`src/rtl/clk_div_pkg.sv`:
```
// Shared constants and state encoding for the programmable clock divider.
// Latency: n/a. Backpressure: n/a.
// Holds the default widths and ratios that the divider instances use.
package clk_div_pkg;

    localparam int DIV_W   = 4;
    localparam int DEF_DIV = 7;
    localparam int MIN_DIV = 2;

    typedef enum logic [1:0] {
        ST_IDLE  = 2'd0,
        ST_RUN   = 2'd1,
        ST_DRAIN = 2'd2
    } state_t;

endpackage

```
`src/rtl/clk_div_core.sv`:
```
// Period counter and 50%-duty phase generator for a divide-by-N clock.
// Latency: output follows run_i by one rising edge. Backpressure: none; ratio/load are applied on the edge they are sampled.
// A ratio change is only requested by the controller at a period boundary or while stopped.
module clk_div_core #(
    parameter int DIV_W = 4
) (
    input  logic             clk_in,
    input  logic             rst,
    input  logic [DIV_W-1:0] ratio_i,
    input  logic [DIV_W-1:0] ratio_ld_i,
    input  logic             load_i,
    input  logic             run_i,
    output logic             boundary_o,
    output logic             clk_out_o
);

    logic [DIV_W-1:0] cnt_q, cnt_d;
    logic             run_q;
    logic             pos_q, pos_d;
    logic             neg_q;
    logic [DIV_W-1:0] ratio_n;
    logic [DIV_W:0]   half_up;

    assign boundary_o = run_q && (cnt_q == (ratio_i - DIV_W'(1)));

    always_comb begin
        ratio_n = load_i ? ratio_ld_i : ratio_i;
        half_up = ({1'b0, ratio_n} + (DIV_W+1)'(1)) >> 1;
        cnt_d   = '0;
        if (run_i && run_q && !boundary_o)
            cnt_d = cnt_q + DIV_W'(1);
        // High for the first ceil(N/2) counts of the period the next cycle belongs to.
        pos_d   = run_i && ({1'b0, cnt_d} < half_up);
    end

    always_ff @(posedge clk_in or posedge rst) begin
        if (rst) begin
            cnt_q <= '0;
            run_q <= 1'b0;
            pos_q <= 1'b0;
        end else begin
            cnt_q <= cnt_d;
            run_q <= run_i;
            pos_q <= pos_d;
        end
    end

    // Half-cycle delayed copy trims the extra half cycle off odd ratios.
    always_ff @(negedge clk_in or posedge rst) begin
        if (rst)
            neg_q <= 1'b0;
        else
            neg_q <= pos_q;
    end

    assign clk_out_o = ratio_i[0] ? (pos_q & neg_q) : pos_q;

endmodule

```
`src/rtl/clk_div_ctrl.sv`:
```
// Run/stop sequencing, ratio handshake and glitch-free ratio update for the clock divider.
// Latency: new ratio active at the edge leaving the next period boundary (next edge when idle).
// Backpressure: cfg_ready drops while a ratio is pending and rises once it has been applied.
module clk_div_ctrl #(
    parameter int DIV_W   = clk_div_pkg::DIV_W,
    parameter int DEF_DIV = clk_div_pkg::DEF_DIV
) (
    input  logic             clk_in,
    input  logic             rst,
    input  logic             run_en,
    input  logic             cfg_valid,
    input  logic [DIV_W-1:0] cfg_div,
    output logic             cfg_ready,
    output logic             cfg_err,
    output logic             upd_done,
    output logic [DIV_W-1:0] cur_div,
    output logic             busy,
    output logic             clk_out
);

    import clk_div_pkg::*;

    state_t           state_q, state_d;
    logic             pend_q, pend_d;
    logic [DIV_W-1:0] pdiv_q, pdiv_d;
    logic [DIV_W-1:0] cur_div_q, cur_div_d;
    logic             err_q, err_d;
    logic             upd_q, upd_d;
    logic             boundary;
    logic             accept;
    logic             load;
    logic             run_nxt;

    always_comb begin
        state_d = state_q;
        case (state_q)
            ST_IDLE: begin
                if (run_en)
                    state_d = ST_RUN;
            end
            ST_RUN: begin
                // A stop requested on the boundary cycle has already completed its period.
                if (!run_en)
                    state_d = boundary ? ST_IDLE : ST_DRAIN;
            end
            ST_DRAIN: begin
                if (run_en)
                    state_d = ST_RUN;
                else if (boundary)
                    state_d = ST_IDLE;
            end
            default: state_d = ST_IDLE;
        endcase
    end

    always_comb begin
        run_nxt   = (state_d != ST_IDLE);
        accept    = cfg_valid && !pend_q;
        load      = pend_q && ((state_q == ST_IDLE) || boundary);
        pend_d    = pend_q;
        pdiv_d    = pdiv_q;
        cur_div_d = cur_div_q;
        err_d     = 1'b0;
        upd_d     = load;
        if (load) begin
            cur_div_d = pdiv_q;
            pend_d    = 1'b0;
        end else if (accept) begin
            if (cfg_div < DIV_W'(MIN_DIV)) begin
                err_d = 1'b1;
            end else begin
                pend_d = 1'b1;
                pdiv_d = cfg_div;
            end
        end
    end

    always_ff @(posedge clk_in or posedge rst) begin
        if (rst) begin
            state_q   <= ST_IDLE;
            pend_q    <= 1'b0;
            pdiv_q    <= DIV_W'(DEF_DIV);
            cur_div_q <= DIV_W'(DEF_DIV);
            err_q     <= 1'b0;
            upd_q     <= 1'b0;
        end else begin
            state_q   <= state_d;
            pend_q    <= pend_d;
            pdiv_q    <= pdiv_d;
            cur_div_q <= cur_div_d;
            err_q     <= err_d;
            upd_q     <= upd_d;
        end
    end

    clk_div_core #(
        .DIV_W (DIV_W)
    ) u_core (
        .clk_in     (clk_in),
        .rst        (rst),
        .ratio_i    (cur_div_q),
        .ratio_ld_i (pdiv_q),
        .load_i     (load),
        .run_i      (run_nxt),
        .boundary_o (boundary),
        .clk_out_o  (clk_out)
    );

    assign cfg_ready = !pend_q;
    assign cfg_err   = err_q;
    assign upd_done  = upd_q;
    assign cur_div   = cur_div_q;
    assign busy      = (state_q != ST_IDLE);

endmodule

```
`config.mk`:
```
export PLATFORM = sky130hd
export DESIGN_NAME = clk_div_ctrl
export DESIGN_NICKNAME = d
export VERILOG_FILES = /design/src/rtl/clk_div_pkg.sv /design/src/rtl/clk_div_core.sv /design/src/rtl/clk_div_ctrl.sv
export SDC_FILE = /design/constraint.sdc
export NUM_CORES = 1
export LEC_CHECK = 0
export CAP_MARGIN = 20
export CELL_PAD_IN_SITES_DETAIL_PLACEMENT = 1
export CELL_PAD_IN_SITES_GLOBAL_PLACEMENT = 1
export CORE_MARGIN = 10
export CORE_UTILIZATION = 43
export DETAILED_ROUTE_END_ITERATION = 10
export PLACE_DENSITY = 0.8
export SETUP_SLACK_MARGIN = 0.4
export SYNTH_ARGS = -nofsm -noshare
export SYNTH_HDL_FRONTEND = slang
export SYNTH_SLANG_ARGS = --single-unit
```
`constraint.sdc`:
```
create_clock -name clk_in -period 7.9 [get_ports clk_in]
set_clock_uncertainty 0.05 [all_clocks]
set_input_delay 1.58 -clock clk_in [delete_from_list [all_inputs] [get_ports clk_in]]
set_output_delay 1.58 -clock clk_in [all_outputs]
set_load 0.05 [all_outputs]
```
==> Word level (Yosys, flattened, before mapping) <==
Index checks and enable logic that the tools add are counted.
W data, S select, Z words.
{ "totals": {"output_inout_bits": 9, "regBits": 20, "elab_cells": 52, "in_bits": 8} }
{ "classes": {"magnitude_cmp": 2, "n_bitwise": 3, "n_eq_ne": 4, "n_reduce_logical": 15, "n_addsub": 3, "n_mux": 15} }
{ "op_table": {"columns": ["operator", "count"], "rows": [
  ["$mux W2", 5],
  ["$mux W4", 2],
  ["$mux W1", 7],
  ["$logic_and A1 B1 Y1", 6],
  ["$pmux W2 S3", 1],
  ["$reduce_bool A2 Y1", 3],
  ["$add A4 B1 Y5 const B", 1],
  ["$add A4 B1 Y4 const B", 1],
  ["$eq A4 B4 Y1", 1],
  ["$lt A4 B2 Y1 const B", 1],
  ["$lt A4 B4 Y1", 1],
  ["$sub A4 B1 Y4 const B", 1],
  ["$reduce_and A3 Y1", 1],
  ["$eq A2 B1 Y1 const B", 1],
  ["$eq A2 B2 Y1 const B", 1],
  ["$logic_not A1 Y1", 2],
  ["$logic_not A2 Y1", 1],
  ["$ne A2 B1 Y1 const B", 1],
  ["$not A1 Y1", 2],
  ["$reduce_and A2 Y1", 1],
  ["$and A1 B1 Y1", 1],
  ["$logic_or A1 B1 Y1", 1]
]} }

==> Logic depth before layout (Yosys ltp) <==
{ "logic_depth": {"word_depth": 12, "ltp_mapped": 14} }

==> Hierarchy <==
A second synthesis with hierarchy kept.
{ "hier_totals": {"cells_unflattened": 89, "hier_area_um2": 1069.8} }
{ "modules_own_cells": {"columns": ["mod", "n_inst", "area_per_inst_um2", "cells_each", "seq_area_each_um2"], "rows": [
  ["clk_div_ctrl", 1, 548.0, 37, 332.8],
  ["clk_div_core", 1, 521.8, 52, 175.2]
]} }

==> summary.txt <==
Synthesis
  – Number of synthesized flops with an enable pin: 0
  – Syn_area_per_cell: 10.9 µm²
  – Post-Synthesis Cell Area: 1040 µm²
  – #FFs+latches synth: 20
  – Post-synth net total: 109
  – Syn. warnings: 0
  – Sequential area share after synthesis: 48.9%
  – Yosys top cell area share: 31.3%
  – Yosys cell types: 27
  – Synth Flop Type: dfrtp_1
  – Synth Instances: 95
  – Async S/R FF share, synth: 100%
  – Post-synth top area cell: dfrtp_1
  – Top area cells in the synthesized netlist: dfrtp_1, dfstp_2, ha_1

GRT
  – Vias in the first global route: 832
  – Routing usage on met1: 10.1%
  – Total GRT Usage: 9.26%
  – Busiest layer in global routing: met2
  – Met3 GRT Util: 3.00%
  – Largest net degree at the start of global routing: 21
  – Grt ovf: 0
  – Met2 Usage GRT: 16.2%
  – Initial antenna violation count: 0
  – First-pass GRT wire length: 3790 µm

Critical path
  – Arrival @ worst endpoint: ~5500 ps
  – Worst setup EP type: output pin
  – Worst-path fanout max: 1
  – Path depth of the worst reg2reg path: 0
  – Startpoint types: flop
  – Worst EP required: ~6300 ps
  – Critical path class: reg -> out

STA
  – Slew at the pin with the worst max-slew slack: 561 ps
  – Setup TNS: 0 ps
  – Final setup fails: 0
  – Slew HR: 62.3%
  – Pins Over Slew Limit: 0
  – RSZ-0062 raised after global routing: no
  – Final hold vios: 0

Route
  – Vias: roughly 750
  – Antenna Violating Nets Remaining: 0
  – 1st-iter DRT viols: 31
  – Routed length per placed instance: 15.1 µm
  – First drt pass iteration count: 3
  – Post-route DRC: 0
  – Post-Route WL: about 2200 µm
  – Vias/cell: 5.21

CTS
  – Hold Buf Count CTS: 0
  – Num CTS Buffers: 3
  – CTS tree: built
  – H-Tree Level Count: 1
  – Post-CTS Resized: 0
  – CTS Sinks: 20
  – Reg clk slew, reported paths: 110 ps
  – Worst-Skew Late Latency: 300 ps
  – Clock Path Buffers: 2
  – Post-CTS Setup Inserts: 0
  – Root Buffer: clkbuf_4

Die
  – Io pins: 17
  – Die Span X: 69.2 µm
  – FP Rows: 17
  – Initial Util: 46.1%
  – DIE AREA: ~4800 µm²
  – Core area: 2250 µm²
  – Die height: slightly below 70 µm

Job
  – Max-cap viol count: 0

Power
  – Max VDD drop: 278 µV
  – Leakage power: 0.581 nW
  – PD cells: 474 nW/µm²
  – Final Power: around 600 µW

Cells and area
  – Commonest non-fill, non-tap cell in the layout: clkdlybuf4s50_1
  – Most frequent cells in the layout: clkdlybuf4s50_1, dfrtp_1, nor2_1
  – Area grow syn2layout: 21.9%
  – # diodes: 0
  – Final net count: 130
  – Layout cells sized above 1: 19.1%
  – Core Util, Final: around 56%

Placement
  – DP HPWL: 1760 µm
  – Routability congestion estimate from global placement: about 0.75
  – Port bufs: 16

Outcome
  – Status: completed

Worst hold path
  – Hold path depth: 2
  – Hold WC Path Type: reg -> reg
worst paths after layout:
| path | start | to | slack [ps] |
|---|---|---|---|
| min | pend_q | pend_q | 470 |
| max | u_core.neg_q | clk_out | 730 |
| max in group asynchronous | rst | u_core.neg_q | 2180 |
| min in group asynchronous | rst | u_core.run_q | 1540 |
| min reg2reg | pend_q | pend_q | 470 |
| max reg2reg | u_core.pos_q | u_core.neg_q | 3360 |
cells by family (layout without fill, tap and decap cells):
| group | count (synthesis) | after routing | share of synthesized area (%) |
|---|---|---|---|
| compound gates | 12 | 12 | 8.91 |
| flops | 20 | 20 | 48.9 |
| xor+xnor | 11 | 11 | 10.6 |
| fa+ha+maj | 6 | 6 | 7.22 |
| mux | 5 | 5 | 5.78 |
| buf+inv | 8 | 28 | 3.61 |
| simple gates | 33 | 33 | 15.0 |
layer usage:
| layer | up-vias | wire length [µm] | part of all wire, % |
|---|---|---|---|
| met1 | 364 | 932 | 43 |
| met3 | 4 | 107 | 5.0 |
| met2 | 14 | 1090 | 51 |
| met5 | - | 0 | 0 |
| li1 | 363 | - | - |
| met4 | 0 | 24 | 1.1 |
critical path: stages (launching register included):
cell	delay (ps)
dfrtn_1	400
o21a_1	100
clkdlybuf4s50_1	790
per-stage QoR:
stage	setup slack [ps]	hold slack [ps]	area [µm²]	std cells
floorplan	1550	416	1040	95
global placement	1060	435	1230	139
detailed placement	1060	445	1230	139
CTS	714	471	1270	143
global route	686	512	1270	143
finish	730	465	1270	143
state kept, by name (all words and copies together) (netlist names):
register and flops:
cfg_err 1, u_core.neg_q 1, upd_done 1, u_core.run_q 1
u_core.pos_q 1, state_q 2, cur_div 4, pdiv_q 4
u_core.cnt_q 4, pend_q 1
area by class of cell:
class	instances	area, µm²
Tap cell	28	35.0
Fill cell	258	987
Sequential cell	20	508
Timing Repair Buffer	17	168
Inverter	7	26.3
Multi-Input combinational cell	67	494
Clock buffer	4	36.3
synthesized netlist by cell type (2+ instances only):
| library cell | instances |
|---|---|
| and3_1 | 2 |
| dfrtp_1 | 13 |
| dfstp_2 | 6 |
| ha_1 | 6 |
| inv_1 | 7 |
| mux2_2 | 4 |
| nand2_1 | 7 |
| nand3_1 | 4 |
| nor2_1 | 12 |
| nor3_1 | 3 |
| o21ai_0 | 5 |
| or2_2 | 3 |
| xnor2_1 | 5 |
| xor2_1 | 5 |
power breakdown:
| group | leakage (nW) | internal, mW | switching [mW] | total, mW |
|---|---|---|---|---|
| clock network | 0.0210 | 0.0281 | 0.0313 | 0.0595 |
| logic | 0.322 | 0.140 | 0.204 | 0.344 |
| registers | 0.238 | 0.157 | 0.0409 | 0.198 |
No activity file was read; power rests on OpenSTA's default activity.
